[src/rtl/qdma_sched.sv]
// Two-channel QBUS DMA scheduler: round-robin, one word per bus tenure, per-word and end-of-transfer pulses.
// Request appears one cycle after a channel is busy; the bus master's tenure (bus_master/dma_complete/nxm) paces all progress.
module qdma_sched (
  input  logic        clk,
  input  logic        reset_n,
  input  logic [1:0]  ch_start,
  input  logic [1:0]  ch_write,
  input  logic [43:0] ch_addr,
  input  logic [31:0] ch_count,
  output logic [1:0]  ch_busy,
  output logic [1:0]  ch_word,
  output logic [1:0]  ch_done,
  output logic [1:0]  ch_err,
  output logic        owner,
  output logic        dma_read,
  output logic        dma_write,
  output logic [21:0] dma_addr,
  input  logic        bus_master,
  input  logic        dma_complete,
  input  logic        nxm
);

  typedef enum logic [1:0] {S_IDLE, S_REQ, S_CYCLE, S_END} state_t;

  state_t      state, state_nxt;
  logic [21:0] addr_q [2];
  logic [16:0] rem_q  [2];   // 17 bits so a loaded count of 0 represents 65536 words
  logic [1:0]  dir_q;
  logic [1:0]  err_q;
  logic        last_q;
  logic        nxm_seen;
  logic        pick;
  logic        word_ok;
  logic        finished;
  logic [1:0]  start_ok;

  always_comb begin
    pick = ch_busy[1];
    if (ch_busy == 2'b11)
      pick = ~last_q;
  end

  // A start coinciding with that channel's done pulse is dropped
  assign start_ok = ch_start & ~ch_busy & ~ch_done;
  assign word_ok  = (state == S_CYCLE) && dma_complete && !nxm && !nxm_seen;
  assign finished = (rem_q[owner] == 17'd0) || err_q[owner];

  always_ff @(posedge clk or negedge reset_n) begin
    if (!reset_n)
      state <= S_IDLE;
    else
      state <= state_nxt;
  end

  always_comb begin
    state_nxt = state;
    case (state)
      S_IDLE:  if (|ch_busy)   state_nxt = S_REQ;
      S_REQ:   if (bus_master) state_nxt = S_CYCLE;
      S_CYCLE: if (!bus_master) state_nxt = S_END;
      S_END:   state_nxt = S_IDLE;
      default: state_nxt = S_IDLE;
    endcase
  end

  always_ff @(posedge clk or negedge reset_n) begin
    if (!reset_n) begin
      ch_busy   <= '0;
      ch_word   <= '0;
      ch_done   <= '0;
      ch_err    <= '0;
      owner     <= 1'b0;
      dma_read  <= 1'b0;
      dma_write <= 1'b0;
      dma_addr  <= '0;
      dir_q     <= '0;
      err_q     <= '0;
      last_q    <= 1'b1;
      nxm_seen  <= 1'b0;
      for (int n = 0; n < 2; n++) begin
        addr_q[n] <= '0;
        rem_q[n]  <= '0;
      end
    end else begin
      ch_word <= '0;
      ch_done <= '0;
      ch_err  <= '0;

      for (int n = 0; n < 2; n++) begin
        if (start_ok[n]) begin
          ch_busy[n] <= 1'b1;
          dir_q[n]   <= ch_write[n];
          err_q[n]   <= 1'b0;
          addr_q[n]  <= ch_addr[n*22 +: 22] & ~22'd1;
          rem_q[n]   <= (ch_count[n*16 +: 16] == 16'd0) ? 17'h10000
                                                          : {1'b0, ch_count[n*16 +: 16]};
        end
      end

      case (state)
        S_IDLE: begin
          if (|ch_busy) begin
            owner     <= pick;
            last_q    <= pick;
            dma_addr  <= addr_q[pick];
            dma_read  <= ~dir_q[pick];
            dma_write <= dir_q[pick];
            nxm_seen  <= 1'b0;
          end
        end
        S_CYCLE: begin
          if (nxm) begin
            err_q[owner] <= 1'b1;
            nxm_seen     <= 1'b1;
            dma_read     <= 1'b0;
            dma_write    <= 1'b0;
          end
          if (word_ok) begin
            ch_word       <= 2'b01 << owner;
            addr_q[owner] <= addr_q[owner] + 22'd2;
            rem_q[owner]  <= rem_q[owner] - 17'd1;
            if (rem_q[owner] == 17'd1) begin
              dma_read  <= 1'b0;
              dma_write <= 1'b0;
            end
          end
          if (!bus_master) begin
            dma_read  <= 1'b0;
            dma_write <= 1'b0;
          end
        end
        S_END: begin
          if (finished) begin
            ch_done        <= 2'b01 << owner;
            ch_err         <= {1'b0, err_q[owner]} << owner;
            ch_busy[owner] <= 1'b0;
            err_q[owner]   <= 1'b0;
          end
        end
        default: ;
      endcase
    end
  end

endmodule
[config.mk]
export PLATFORM = sky130hd
export DESIGN_NAME = qdma_sched
export DESIGN_NICKNAME = d
export VERILOG_FILES = /design/src/rtl/qdma_sched.sv
export SDC_FILE = /design/constraint.sdc
export NUM_CORES = 1
export LEC_CHECK = 0
export BUFFER_PORTS_ARGS = -buffer_cell sky130_fd_sc_hd__buf_2
export CORE_ASPECT_RATIO = 1.25
export CORE_MARGIN = 3
export CORE_UTILIZATION = 45
export CTS_CLUSTER_DIAMETER = 50
export DETAILED_ROUTE_END_ITERATION = 16
export MAX_ROUTING_LAYER = met4
export PLACE_DENSITY = 0.66
export SETUP_SLACK_MARGIN = 0.02
export SLEW_MARGIN = 30
export SYNTH_ARGS = -nofsm -noshare
export SYNTH_HDL_FRONTEND = slang
export SYNTH_SLANG_ARGS = --single-unit
[constraint.sdc]
create_clock -name clk -period 3.38 [get_ports clk]
set_input_delay 0.169 -clock clk [delete_from_list [all_inputs] [get_ports clk]]
set_output_delay 0.169 -clock clk [all_outputs]
set_load 0.01 [all_outputs]
# Word-level counts from Yosys, hierarchy flattened
# Index checks and enable logic that the tools add are counted.
# word_totals
mem_bits_ro,0
regBits,119
out_inout_bits,33
mem_count,0
latch_bits,0
ramBits,0
input_bits,85
word_cells,133
# op_classes
muxes,66
shifts,2
div_mod_pow,0
n_bitwise,12
eq_ne,9
reduce_logical,18
add_sub_neg,2
n_lt_le_gt_ge,6
n_mul,0
# op_table
cell,count
22-bit 2-to-1 mux,9
17-bit 2-to-1 mux,8
44-bit 2-to-1 mux,2
34-bit 2-to-1 mux,2
44-bit bitwise mux,1
34-bit bitwise mux,1
16-bit logical NOT,2
2-bit 2-to-1 mux,13
"22-bit by 2-bit adder with 22-bit output, second input constant",1
22-bit demux with 1-bit select,1
1-bit 2-to-1 mux,22
17-bit demux with 1-bit select,1
"17-bit by 1-bit == test with 1-bit output, second input constant",1
17-bit logical NOT,1
"17-bit by 1-bit subtractor with 17-bit output, second input constant",1
2-bit bitwise AND,4
"2-bit inequality test, second input constant",4
2-bit one-hot mux with 4 select lines,1
"2-bit == test, second input constant",3
2-bit NOT,3
1-bit one-hot mux with 2 select lines,3
3-bit AND reduction,2
1-bit logical AND,5
"2-bit greater-or-equal comparator, second input constant",2
17 further kinds,22

# Logic depth before layout (Yosys ltp)
# depth
ltp_word,9
ltp_mapped,12
ltp_nobuf,8

# Worst setup path before layout
# Ideal clock, no wire load.
# synth_path
kind,register to register
from,register owner
to,register addr_q[39] in the netlist's numbering
period_less_slack_ps,2876
required_time_ps,3257
arrival_ps,2754
stages_incl_launch_ff,13
setup_ps,123
setup_slack_ps,504
path_buffers,5
path_cell_list,dfrtp_1 -> buf_2 -> buf_4 -> buf_2 -> buf_1 -> buf_2 -> mux2_2 -> ha_1 -> nand4b_1 -> nand2_1 -> nand3_1 -> a21oi_1 -> o221a_2
# synth_between
elab_chain_cells,8
word_cells_on_any_way,13
cone_classes,add/sub (1); order compare (2); mux (8); bitwise (1); reduce/logical (1)
# synth_lines
item,line,text
start: declaration,14,"output logic owner,"
start signal: assignment,103,owner <= pick;
1-bit NOT with 2-bit output (not written as such) (*),120,addr_q[owner] <= addr_q[owner] + 22'd2;
"22-bit 2-to-1 mux (not written as such), or another cell as far along",120,
22-bit 2-to-1 mux (not written as such) or 1-bit logical AND (tied branches),120,
22-bit 2-to-1 mux (not written as such),120,
22-bit by 2-bit adder with 22-bit output or 22-bit demux with 1-bit select (tied branches),120,
44-bit bitwise mux (*),120,
44-bit 2-to-1 mux (*),118,if (word_ok) begin
44-bit 2-to-1 mux (*),100,case (state)
end signal: indexed assignment,94,addr_q[n] <= ch_addr[n*22 +: 22] & ~22'd1;
end signal: indexed assignment,120,
end: declaration,26,logic [21:0] addr_q [2];
# Mark *: on every way between the ends. The rest lies on a longest branch, timed or not. The select of a mux whose other input is x is not followed.
# A chain may end at the register's enable or synchronous reset.

# Worst setup path in the final report
# layout_path
from,register state[0]
to,register addr_q[39] in the netlist's numbering
# layout_between
elab_chain_cells,6
# layout_lines
item,line,text
start: declaration,25,"state_t state, state_nxt;"
start signal: assignment,52,state <= state_nxt;
2-bit == test (*),"45, 100",
1-bit logical AND (3 in series),45,assign word_ok = (state == S_CYCLE) && dma_complete && !nxm && !nxm_seen;
44-bit 2-to-1 mux,118,
44-bit 2-to-1 mux (*),100,
# Mark *: on every way between the ends. The rest lies on a longest branch, timed or not.

==> impl_metrics.toml <==
[detailed_routing]
viasPerCell = 6.14
vias = 6424
wire_per_inst_um = 19.3
drtAntennaViolNets = 0
drc_errors = 0
wl_um = 20200
drtIter0Drc = 488
firstDrtPassIters = 5

[grt]
top_usage_layer = "met2"
grt.met1_usage = 0.325
antenna_found_initial = 0
met2_usage = 0.414
grt_util_all_layers = 0.259
overflow = 0
use_met3 = 0.0547
grt_max_degree = 58
grt_first_pass_wirelength_um = 32800
grt_pass1_vias = 6391

[finish]
layout_common_cells = "nand2_1, dfrtp_1, buf_2"
final_common_cell = "nand2_1"
syn_to_final_growth_pct = 22.0
n_antenna_cell = 0
drive_gt1_frac = 0.224
nNetsFinal = 948

[synthesis]
synth_area_per_cell_um2 = 9.10
async_flop_share = 1.00
yosysTopAreaCell = "dfrtp_1"
synth_edf_count = 0
yosys_warnings = 0
synth_cell_types = 62
yosys.area.top_type_share = 0.437
ys.flop_type = "dfrtp_1"
syn_area_um2 = 6750
synthCells = 742
synth_top_cells_by_area = "dfrtp_1, nand2_1, mux2i_1"
ys_ff_latch = 119
syn_nets = 835
synth_seq_area_share = 0.441

[setup_path]
rr_startpoint = "state[0]"
r2r_cells = 9
worst-r2r-setup-slack_ns = 0.60
worstPathCellList = "inv_1, ha_1, nor4bb_1, nand2b_1, clkinv_1, nor2_1, buf_4, a21oi_1, o221a_2"
worstPathMaxFanout = 14
required_ns = 3.69
r2r-end = "addr_q[39]"
cpPeakStageDelay_ns = 0.56
crit_path_end_kind = "flip-flop"
crit_path_start_kind = "flip-flop"
critical_path_arrival_ns = 3.09
cpMaxStageDelayCell = "nor2_1"
crit_type = "reg -> reg"

[cts]
cts_resized = 0
htreeDepth = 4
cts_made_buffers = 17
clkTransAtPathRegs_ns = 0.06
root_buffer = "clkbuf_16"
cts.sinks = 119
cts_buffer_depth = 2
cts_tree = "done"
worstSkewPairLatency_ns = 0.43
cts_setup_buffers = 0

[sta]
relSlewSlack = 0.463
period_share = 0.821
slew_violations = 0
fmax_mhz = 360
grt_setup_unrepaired = "no"
finClkSkew_ns = 0.0101
post-route-min-period_ns = 2.78
worst_slew_pin_slew_ns = 0.799
setup_viol = 0
hold_viol_final = 0
fin_ws_ns = 0.604
tns_ns = 0

[min_path]
min_path_type = "in -> reg"
hold_depth = 3
hp-start = "ch_addr[24]"
whs_endpoint = "addr_q[2]"

[die]
coreArea_um2 = 14500
die_h_um = 143
initial_core_util = 0.465
die_x_um = 116
rows = 49
dieArea_um2 = 16500
io-pin-count = 118

[pwr]
power.density_nw_per_um2 = 932
leakagePower_nw = 3.63
ir_drop_mv = 0.358

[placement]
place_congestion = 0.911
dp_slack_ns = 0.614
portBuffers = 115
dp_hpwl_um = 14100

[outcome]
outcome = "complete, no violations"

[flow_run]
cap_violations = 0
==> through the flow <==
stage	hold WS, ns	power (mW)	std cells	instance area (um^2)	util
6_report	0.00371	7.67	1046	8230	0.567
5_1_grt	0.0107	8.21	1046	8230	0.567
4_1_cts	0.00310	7.67	1045	8220	0.566
3_5_place_dp	0.284	5.71	1006	7530	0.518
3_3_place_gp	0.276	5.57	1006	7530	0.518
2_1_floorplan	-0.127	4.80	742	6750	-
==> how the worst max path moves through the flow <==
stage	start	end	slack [ns]
final	state[0]	addr_q[39]	0.60
after global routing	state[0]	addr_q[33]	0.39
after CTS	state[0]	addr_q[39]	0.61
after detailed placement	state[0]	addr_q[33]	0.61
after global placement	state[0]	addr_q[30]	0.69
after floorplan	owner	addr_q[39]	0.50
==> final cells by class <==
type                            count  area, um^2
Timing Repair Buffer              143         821
Clock buffer                       20         447
Fill cell                        1303        6300
Sequential cell                   119        2980
Multi-Input combinational cell    562        3540
Clock inverter                     12         176
Tap cell                          178         223
Inverter                           12        45.0
==> Yosys cell counts, drive strengths merged, types with 3 or more instances <==
cell and count:
clkbuf 35, nand4 24, mux2i 42, dfrtp 118
a221oi 13, nand4b 5, inv 11, nor4 15
a22oi 5, xor2 11, xnor2 6, nor3 9
o22a 18, and3 15, a21oi 65, a32oi 3
or4 4, nand3 17, ha 8, nor3b 7
nand2 119, and2 5, o311ai 3, mux2 6
o22ai 7, o221a 9, buf 14, o21a 20
a22o 3, nor2 37, o21ai 45, a31oi 13
==> kinds of logic (layout without fill, tap and decap cells) <==
family,Yosys count,in the layout,synth area share
simple gates,270,270,0.198
compound gates,219,219,0.215
flops,119,119,0.441
buf+inv,61,187,0.0371
mux,48,48,0.0723
xor+xnor,17,17,0.0221
fa+ha+maj,8,8,0.0148
==> worst max-delay path: cells and delay by family (launching register included) <==
| family | cells | cell delay [ns] |
|---|---|---|
| AO/OA/AOI/OAI | 2 | 0.32 |
| flip-flops | 1 | 0.39 |
| adder cells (fa/ha/maj) | 1 | 0.31 |
| buffers and inverters | 3 | 0.79 |
| AND/OR/NAND/NOR | 3 | 0.83 |
==> flip-flops by register name (all words and copies together) (netlist names) <==
signal / cells
addr_q: 44
rem_q: 34
dma_addr: 22
ch_busy: 2
ch_done: 2
ch_err: 2
ch_word: 2
dir_q: 2
err_q: 2
state: 2
dma_read: 1
dma_write: 1
last_q: 1
nxm_seen: 1
owner: 1
==> report_power, final <==
part / total [mW] / switching (mW) / internal, mW / leakage (nW)
Combinational: 2.98 / 1.65 / 1.33 / 1.92
Clock: 1.93 / 0.677 / 1.25 / 0.300
Sequential: 2.76 / 0.694 / 2.06 / 1.40
Total: 7.67 / 3.02 / 4.65 / 3.63
==> metal layers <==
layer | share of wire | up-vias
li1 | - | 2971
met1 | 0.41 | 3135
met2 | 0.50 | 269
met3 | 0.061 | 49
met4 | 0.027 | 0
met5 | 0 | -
==> repair_timing <==
| action | 4_1_cts | 5_1_grt |
|---|---|---|
| hold endpoints to repair | 61 | 1 |
| hold buffers | 7 | 1 |
| endpoints found under the setup margin | 0 | 0 |
Note: power is estimated with default switching activity, not from simulation.
